--- config.mk ---
export PLATFORM = sky130hd
export DESIGN_NAME = address_sequencer
export DESIGN_NICKNAME = d
export VERILOG_FILES = /design/src/rtl/address_sequencer.sv
export SDC_FILE = /design/constraint.sdc
export NUM_CORES = 1
export LEC_CHECK = 0
export BUFFER_PORTS_ARGS = -buffer_cell sky130_fd_sc_hd__buf_4
export CAP_MARGIN = 20
export CORE_ASPECT_RATIO = 1.5
export CORE_MARGIN = 2
export CORE_UTILIZATION = 55
export DETAILED_ROUTE_END_ITERATION = 10
export PLACE_DENSITY = 0.76
export SLEW_MARGIN = 30
export SYNTH_ARGS = -nofsm -noshare
export SYNTH_HDL_FRONTEND = slang
export SYNTH_SLANG_ARGS = --single-unit
--- constraint.sdc ---
create_clock -name clk_in -period 3.15 [get_ports clk_in]
set_input_delay 0.1575 -clock clk_in [delete_from_list [all_inputs] [get_ports clk_in]]
set_output_delay 0.1575 -clock clk_in [all_outputs]
set_load 0.02 [all_outputs]
--- src/rtl/address_sequencer.sv ---
// address_sequencer
//
// Address generator for the BIST march controller. Owns the sweep counter and
// walks all 2^ADDR_WIDTH addresses once per sweep, transformed by the selected
// address mode (linear, address-complement, Gray code or 2^i bit-swap) and
// direction. The configuration is latched on an accepted start, so the mode
// inputs may change freely while a sweep is running.
//
// Ports:
//   clk_in     system clock, rising edge
//   rst_n_in   asynchronous active-low reset
//   start_in   begin a sweep (accepted in IDLE or DONE)
//   step_in    advance to the next address (accepted in RUN)
//   abort_in   return to IDLE from any state, no done pulse
//   admd_in    address mode: 0 LIN, 1 AC, 2 GC, 3 2I
//   updwn_in   direction: 0 up, 1 down
//   i_in       bit index for 2I mode
//   addr_out   registered transformed address
//   valid_out  addr_out is a live sweep address
//   last_out   addr_out is the final address of the sweep
//   done_out   one-cycle pulse when the sweep completes
//   busy_out   high while in RUN

module address_sequencer #(
    parameter int unsigned ADDR_WIDTH = 8,
    parameter int unsigned I_WIDTH    = 3
) (
    input  logic                  clk_in,
    input  logic                  rst_n_in,
    input  logic                  start_in,
    input  logic                  step_in,
    input  logic                  abort_in,
    input  logic [1:0]            admd_in,
    input  logic                  updwn_in,
    input  logic [I_WIDTH-1:0]    i_in,
    output logic [ADDR_WIDTH-1:0] addr_out,
    output logic                  valid_out,
    output logic                  last_out,
    output logic                  done_out,
    output logic                  busy_out
);

    localparam logic [1:0] StIdle = 2'd0;
    localparam logic [1:0] StRun  = 2'd1;
    localparam logic [1:0] StDone = 2'd2;

    localparam logic [1:0] ModeLin = 2'd0;
    localparam logic [1:0] ModeAc  = 2'd1;
    localparam logic [1:0] ModeGc  = 2'd2;
    localparam logic [1:0] Mode2i  = 2'd3;

    logic [1:0]            state_q, state_d;
    logic [ADDR_WIDTH-1:0] cnt_q, cnt_d;
    logic [1:0]            admd_q, admd_d;
    logic                  updwn_q, updwn_d;
    logic [I_WIDTH-1:0]    i_q, i_d;
    logic [ADDR_WIDTH-1:0] addr_q, addr_d;
    logic                  valid_q, valid_d;
    logic                  last_q, last_d;
    logic                  done_q, done_d;
    logic                  busy_q, busy_d;

    logic [I_WIDTH-1:0]    i_cap;
    logic                  cnt_full;
    logic                  run_d;

    // An out-of-range bit index degrades 2I mode to an identity swap.
    assign i_cap    = (32'(i_in) >= ADDR_WIDTH) ? '0 : i_in;
    assign cnt_full = (cnt_q == {ADDR_WIDTH{1'b1}});

    function automatic logic [ADDR_WIDTH-1:0] transform(
        input logic [ADDR_WIDTH-1:0] c,
        input logic [1:0]            mode,
        input logic                  d,
        input logic [I_WIDTH-1:0]    idx
    );
        logic [ADDR_WIDTH-1:0] r;
        logic [ADDR_WIDTH-1:0] sw;
        r  = '0;
        sw = c;
        unique case (mode)
            ModeLin: begin
                r = c ^ {ADDR_WIDTH{d}};
            end
            ModeAc: begin
                // Odd counts land on the complement of the preceding even address.
                r[ADDR_WIDTH-1] = c[0] ^ d;
                for (int k = 0; k < int'(ADDR_WIDTH) - 1; k++) begin
                    r[k] = c[k+1] ^ c[0];
                end
            end
            ModeGc: begin
                r[ADDR_WIDTH-1] = c[ADDR_WIDTH-1] ^ d;
                for (int k = 0; k < int'(ADDR_WIDTH) - 1; k++) begin
                    r[k] = c[k] ^ c[k+1];
                end
            end
            Mode2i: begin
                // Loop instead of a variable bit-select keeps the index width free.
                for (int k = 1; k < int'(ADDR_WIDTH); k++) begin
                    if (int'(idx) == k) begin
                        sw[0] = c[k];
                        sw[k] = c[0];
                    end
                end
                r = sw ^ {ADDR_WIDTH{d}};
            end
        endcase
        return r;
    endfunction

    always_comb begin
        state_d = state_q;
        cnt_d   = cnt_q;
        admd_d  = admd_q;
        updwn_d = updwn_q;
        i_d     = i_q;
        done_d  = 1'b0;

        if (abort_in) begin
            state_d = StIdle;
            cnt_d   = '0;
        end else begin
            unique case (state_q)
                StIdle, StDone: begin
                    if (start_in) begin
                        state_d = StRun;
                        cnt_d   = '0;
                        admd_d  = admd_in;
                        updwn_d = updwn_in;
                        i_d     = i_cap;
                    end
                end
                StRun: begin
                    if (step_in) begin
                        if (cnt_full) begin
                            // Counter parks at all-ones; it never wraps inside a sweep.
                            state_d = StDone;
                            done_d  = 1'b1;
                        end else begin
                            cnt_d = cnt_q + 1'b1;
                        end
                    end
                end
                default: begin
                    state_d = StIdle;
                    cnt_d   = '0;
                end
            endcase
        end
    end

    // Outputs are computed from next-state values so they are fully registered.
    always_comb begin
        run_d   = (state_d == StRun);
        valid_d = run_d;
        busy_d  = run_d;
        last_d  = run_d && (cnt_d == {ADDR_WIDTH{1'b1}});
        addr_d  = run_d ? transform(cnt_d, admd_d, updwn_d, i_d) : addr_q;
    end

    always_ff @(posedge clk_in or negedge rst_n_in) begin
        if (!rst_n_in) begin
            state_q <= StIdle;
            cnt_q   <= '0;
            admd_q  <= ModeLin;
            updwn_q <= 1'b0;
            i_q     <= '0;
            addr_q  <= '0;
            valid_q <= 1'b0;
            last_q  <= 1'b0;
            done_q  <= 1'b0;
            busy_q  <= 1'b0;
        end else begin
            state_q <= state_d;
            cnt_q   <= cnt_d;
            admd_q  <= admd_d;
            updwn_q <= updwn_d;
            i_q     <= i_d;
            addr_q  <= addr_d;
            valid_q <= valid_d;
            last_q  <= last_d;
            done_q  <= done_d;
            busy_q  <= busy_d;
        end
    end

    assign addr_out  = addr_q;
    assign valid_out = valid_q;
    assign last_out  = last_q;
    assign done_out  = done_q;
    assign busy_out  = busy_q;

endmodule

---- Yosys cells after proc, flatten, opt, wreduce, memory -nomap -nowiden ----
Index checks and enable logic that the tools add are counted.
storage, ports and cells
  flip-flop bits (word level) ............. 27
  output and inout port bits .............. 12
  input port bits ......................... 11
  word-level logic and storage cells ...... 91
operators by class
  bitwise logic cells ..................... 17
  reduce and logical (&&, ||, !) cells .... 4
  mux-type cells .......................... 45
  $add $sub $neg .......................... 1
  equal/unequal tests ..................... 15
operator list
  kind                                                  count
  2-to-1 mux 8 bit                                      4
  case mux 8 bit (4 select lines)                       1
  2-to-1 mux 1 bit                                      26
  2-to-1 mux 2 bit                                      9
  equality test 8 bit (second input constant)           2
  case mux 8 bit (2 select lines)                       1
  XOR 8 bit                                             2
  XOR 1 bit                                             15
  equality test 3 bit (second input constant)           4
  2-to-1 mux 3 bit                                      3
  adder 8 x 1 -> 8 bit (second input constant)          1
  equality test 2 x 1 -> 1 bit (second input constant)  3
  equality test 2 bit (second input constant)           3
  equality test 3 x 2 -> 1 bit (second input constant)  2
  logical NOT 2 bit                                     2
  case mux 2 bit (2 select lines)                       1
  equality test 3 x 1 -> 1 bit (second input constant)  1
  OR reduction 2 bit                                    1
  logical AND 1 bit                                     1

---- Depth between registers and ports, before layout ----
  depth in word-level cells ............... 16
  mapped depth ............................ 12
  depth with buffers taken out ............ 10

---- Worst setup path after synthesis ----
No wires, ideal clock.
  kind .................................... register to register
  start ................................... reg state_q[0]
  end ..................................... reg addr_q[3] (netlist: addr_out[3])
  setup slack ............................. 511 ps
  arrival time ............................ 2514 ps
  clock period less this slack ............ 2639 ps
  cell stages (with the launch flop) ...... 11
  buffers on the path ..................... 1
  setup time .............................. 125 ps
  required time ........................... 3025 ps
  cells stage by stage .................... dfrtp_1 -> nor3b_2 -> buf_2 -> mux2_2 -> ha_1 -> and2_1 -> nand3_1 -> mux2i_1 -> xnor2_1 -> mux2i_1 -> mux2_2
on the way
  elaborated cells between the ends (all ways) .. 30
  those cells by class .................... eq/ne: 7; mux: 16; bitwise: 4; reduce/logical: 3
RTL lines
  element                                                          line  source
  from (decl)                                                      52    logic [1:0] state_q, state_d;
  from (signal assigned)                                           164   state_q <= StIdle;
  from (signal assigned)                                           175   state_q <= state_d;
  equality test 2 bit / logical NOT 2 bit (equally long branches)  124   unique case (state_q)
  OR reduction 2 bit *                                             124
  2-to-1 mux 2 bit *                                               124
  2-to-1 mux 2 bit *                                               120   if (abort_in) begin
  via admd_d[1]                                                    54    logic [1:0] admd_q, admd_d;
  equality test 2 bit, or another cell as far along                --
  case mux 8 bit (4 select lines) *                                81    unique case (mode)
  to (signal assigned)                                             180   addr_q <= addr_d;
  to (decl)                                                        57    logic [ADDR_WIDTH-1:0] addr_q, addr_d;
The timed path passes the listed nets; every way through them passes the cells marked *. The select of a mux whose other input is x is not followed.
A chain may end at the register's enable or synchronous reset.

---- Worst setup path after layout ----
  start ................................... reg state_q[0]
  end ..................................... reg addr_q[5] (netlist: addr_out[5])
Same word-level chain as after synthesis.

==> PnR_summary.wiki <==
{| class="wikitable"
! Metric !! Value
|-
| Result of the run || complete, no violations
|-
| Routed len/inst || around 16 um
|-
| Capture point of the worst path || addr_out[5]$_DFFE_PN0P_
|-
| Most common library cell in the layout ignoring fill and taps || dfrtp_1
|-
| Startpoint of the lowest-slack register-to-register path || state_q[0]$_DFF_PN0_
|-
| Max-slew violations || 0
|-
| Wire length of the first global-routing pass || between 6 and 7 mm
|-
| Class of the tightest hold or removal check || in2reg
|-
| Yosys reg bits || 27
|-
| Number of search-and-repair iterations in the first detailed-routing pass || 4
|-
| Highest attainable clock frequency || roughly 0.37 GHz
|-
| Drc violations || 0
|-
| Total setup violations reported at the end of the flow || 0
|-
| CTS tree || built
|-
| Clock slew at reported path FFs || roughly 0.10 ns
|-
| Worst path required time || 3.32 ns
|-
| RSZ-0062 raised after global routing || false
|-
| Global-route total usage across every layer || a little under a quarter
|-
| Die area || just under 0.004 mm^2
|-
| Final Skew || 0.00992 ns
|-
| Cell depth of the worst min-delay path || 3
|-
| Cell at the slowest stage of the critical path || dfrtp_1
|-
| Fraction of post-synthesis cell area in the top cell type by area || 35.9%
|-
| Kind of end point of the critical path || register
|-
| Post-synthesis average cell area || roughly 9.4 um^2
|-
| Layout Nets || around 240
|-
| Async S/R FF share, synth || 100%
|-
| CP dominant cell by count || mux2i_1
|-
| Post-Route WL || about 4.2 mm
|-
| HPWL after DPL || 3.12 mm
|-
| Root cell of the clock tree || clkbuf_8
|-
| Final number of hold-violating endpoints || 0
|-
| Layer carrying the most global-route usage || met2
|-
| Yosys warning total || 0
|-
| Fraction of layout instances using a drive strength above 1 || around 20%
|-
| Overflow left after global routing || 0
|-
| Power density cells || approximately 530 mW/mm^2
|-
| Worst supply voltage drop on vdd || around 0.44 mV
|-
| Util after Layout || between 60% and 70%
|-
| Post-route setup TNS || 0 ns
|-
| Commonest cells after routing, fill and taps aside || dfrtp_1, buf_4, mux2i_1
|-
| Die H || 75.6 um
|-
| Global placer's final weighted congestion || around 0.89
|-
| Sort of element at the start of the critical path || register
|-
| Max capacitance violation total || 0
|-
| Cell area reported after detailed placement || 0.00206 mm^2
|-
| Static leakage || 0.969 nW
|-
| Met3 track utilization from global routing || under 10%
|-
| Maximum fanout encountered on the critical timing path || 12
|-
| Number of sinks on the clock net || 27
|-
| Port Buffers || 22
|-
| Detail-routed via count per cell || 5.98
|-
| Violation count after the first detailed-route iteration || 60
|-
| Largest net degree at the start of global routing || 28
|-
| Number of cells produced by synthesis || roughly 200
|-
| H-tree levels || 1
|-
| Area of all placed cells without fillers || between 0.002 and 0.0025 mm^2
|-
| Critical path data arrival time || about 2.9 ns
|-
| Core box area || roughly 0.0034 mm^2
|-
| Remaining number of nets flagged by the antenna check after routing || 0
|-
| GR met1 Demand/Resource || roughly 27%
|-
| Buffer count from post-CTS setup fixing || 0
|-
| Fill cell total of the finished layout || approximately 290
|-
| Peak per-stage delay on the critical path || about 0.45 ns
|-
| Reg-to-reg slack, setup || around 0.45 ns
|-
| Sequential standard cell area || ~680 um^2
|-
| Num ports || 23
|-
| Slew of the pin with the lowest slew margin || around 0.76 ns
|-
| Initial antenna violation count || 0
|-
| Met2 usage in global routing || between 40% and 50%
|-
| Final period utilization || around 86%
|-
| Number of clock buffers inserted by TritonCTS || 3
|-
| Ys flop type || dfrtp_1
|-
| Die X-Extent || roughly 52 um
|-
| Startpoint-to-endpoint class of the critical path || reg2reg
|-
| Sequential cell area fraction in the yosys report || 35.9%
|-
| Largest cells by area after synthesis || dfrtp_1, mux2i_1, xnor2_1
|-
| Number of enable-type register cells in the synthesized netlist || 0
|-
| Tmin final || ~2.7 ns
|-
| Cell type with the largest total area after synthesis || dfrtp_1
|-
| Max clock buf depth || 2
|-
| Overall power || 1.13 mW
|-
| Multi-input logic area || 0.00110 mm^2
|-
| FF-to-FF path depth || 11
|-
| Count of standard-cell rows || 26
|-
| Netlist area before placement || around 0.0019 mm^2
|-
| Terminus of the critical flop-to-flop path || addr_out[5]$_DFFE_PN0P_
|-
| Area overhead of the layout relative to synthesis || 13.0%
|-
| Yosys cell types || 52
|-
| Synthesized netlist net count || around 220
|-
| Worst setup path start || state_q[0]$_DFF_PN0_
|-
| Clock latency at the later pin of the worst-skew pair || approximately 0.28 ns
|-
| Antenna cells || 0
|-
| Cell-by-cell trace of the critical path || nor3b_2 > buf_4 > mux2i_1 > inv_1 > ha_1 > and2_1 > nand2_1 > mux2i_1 > xnor2_1 > mux2i_1 > mux2_2
|-
| Initial Utilization || a little under three fifths
|-
| Routed vias || ~1600
|-
| Via count of the first global-routing pass || approximately 1600
|-
| Slew margin rel. || between 40% and 50%
|}
registers in the layout, indices dropped and copies added, names as in the netlist:
signal and flops:
addr_out 8, last_out 1, state_q 2, done_out 1, updwn_q 1, busy_out 1, cnt_q 8, admd_q 2
i_q 3
synth_stat cells, drive strengths merged (3+ instances only):
| library cell | count |
|---|---|
| dfrtp | 27 |
| mux2i | 18 |
| xnor2 | 14 |
| inv | 13 |
| nand3 | 13 |
| a21oi | 12 |
| nand2 | 12 |
| nor2 | 10 |
| buf | 8 |
| nor3 | 8 |
| o21ai | 8 |
| nand4 | 5 |
| ha | 4 |
| a21o | 3 |
| clkbuf | 3 |
| mux2 | 3 |
| nand2b | 3 |
layout make-up:
class / count / share of cell area [%]
sequential: 27 / 31.8
timing repair buffer: 27 / 9.66
multi-input combinational: 150 / 51.6
inverter: 13 / 2.30
clock inverter: 1 / 0.236
tap: 42 / 2.47
clock buffer: 3 / 1.94
worst max-delay path, delay by kind of cell, from the launching register on:
kind,cells,cell delay [ns]
mux,4,0.85
xor+xnor,1,0.14
fa+ha+maj,1,0.27
buf+inv,2,0.31
simple gates,3,0.57
flops,1,0.45
power by group:
part	switching (mW)	internal, mW
sequential	0.0357	0.409
clock	0.115	0.0890
combinational	0.272	0.213
total	0.422	0.711
metrics by stage:
step	instances	setup slack, ns	hold WS, ns
2_1_floorplan	201	0.511	-0.138
5_1_grt	263	0.162	0.155
3_5_place_dp	258	0.262	0.0989
6_report	263	0.448	0.137
3_3_place_gp	258	0.421	0.0864
4_1_cts	263	0.228	0.131
timing repair:
item / 4_1_cts / 5_1_grt
setup endpoints to repair: 0 / 5
hold endpoints to repair: 27 / 0
gates resized for setup: 0 / 1
hold buffers: 1 / 0
kinds of logic (layout without fill, tap and decap cells):
family | Yosys count | after routing | synth area share, %
fa+ha+maj | 4 | 4 | 2.66
mux | 21 | 21 | 11.4
compound gates | 44 | 44 | 17.6
flops | 27 | 27 | 35.9
xor+xnor | 14 | 14 | 6.52
buf+inv | 24 | 44 | 6.12
simple gates | 67 | 67 | 19.8
worst min-delay path by stage:
| stage | startpoint | end |
|---|---|---|
| floorplan | rst_n_in | addr_out[0]$_DFFE_PN0P_ |
| global placement | rst_n_in | busy_out$_DFF_PN0_ |
| detailed placement | rst_n_in | busy_out$_DFF_PN0_ |
| CTS | admd_in[0] | admd_q[0]$_DFF_PN0_ |
| global route | admd_in[1] | admd_q[1]$_DFF_PN0_ |
| finish | admd_in[0] | admd_q[0]$_DFF_PN0_ |
routing by layer:
| layer | vias up | share of wire [%] |
|---|---|---|
| met2 | 54 | 51 |
| met4 | 0 | 2.7 |
| met1 | 742 | 42 |
| met3 | 12 | 4.2 |
| met5 | - | 0 |
| li1 | 766 | - |
Power figures use the tool's default switching activity.
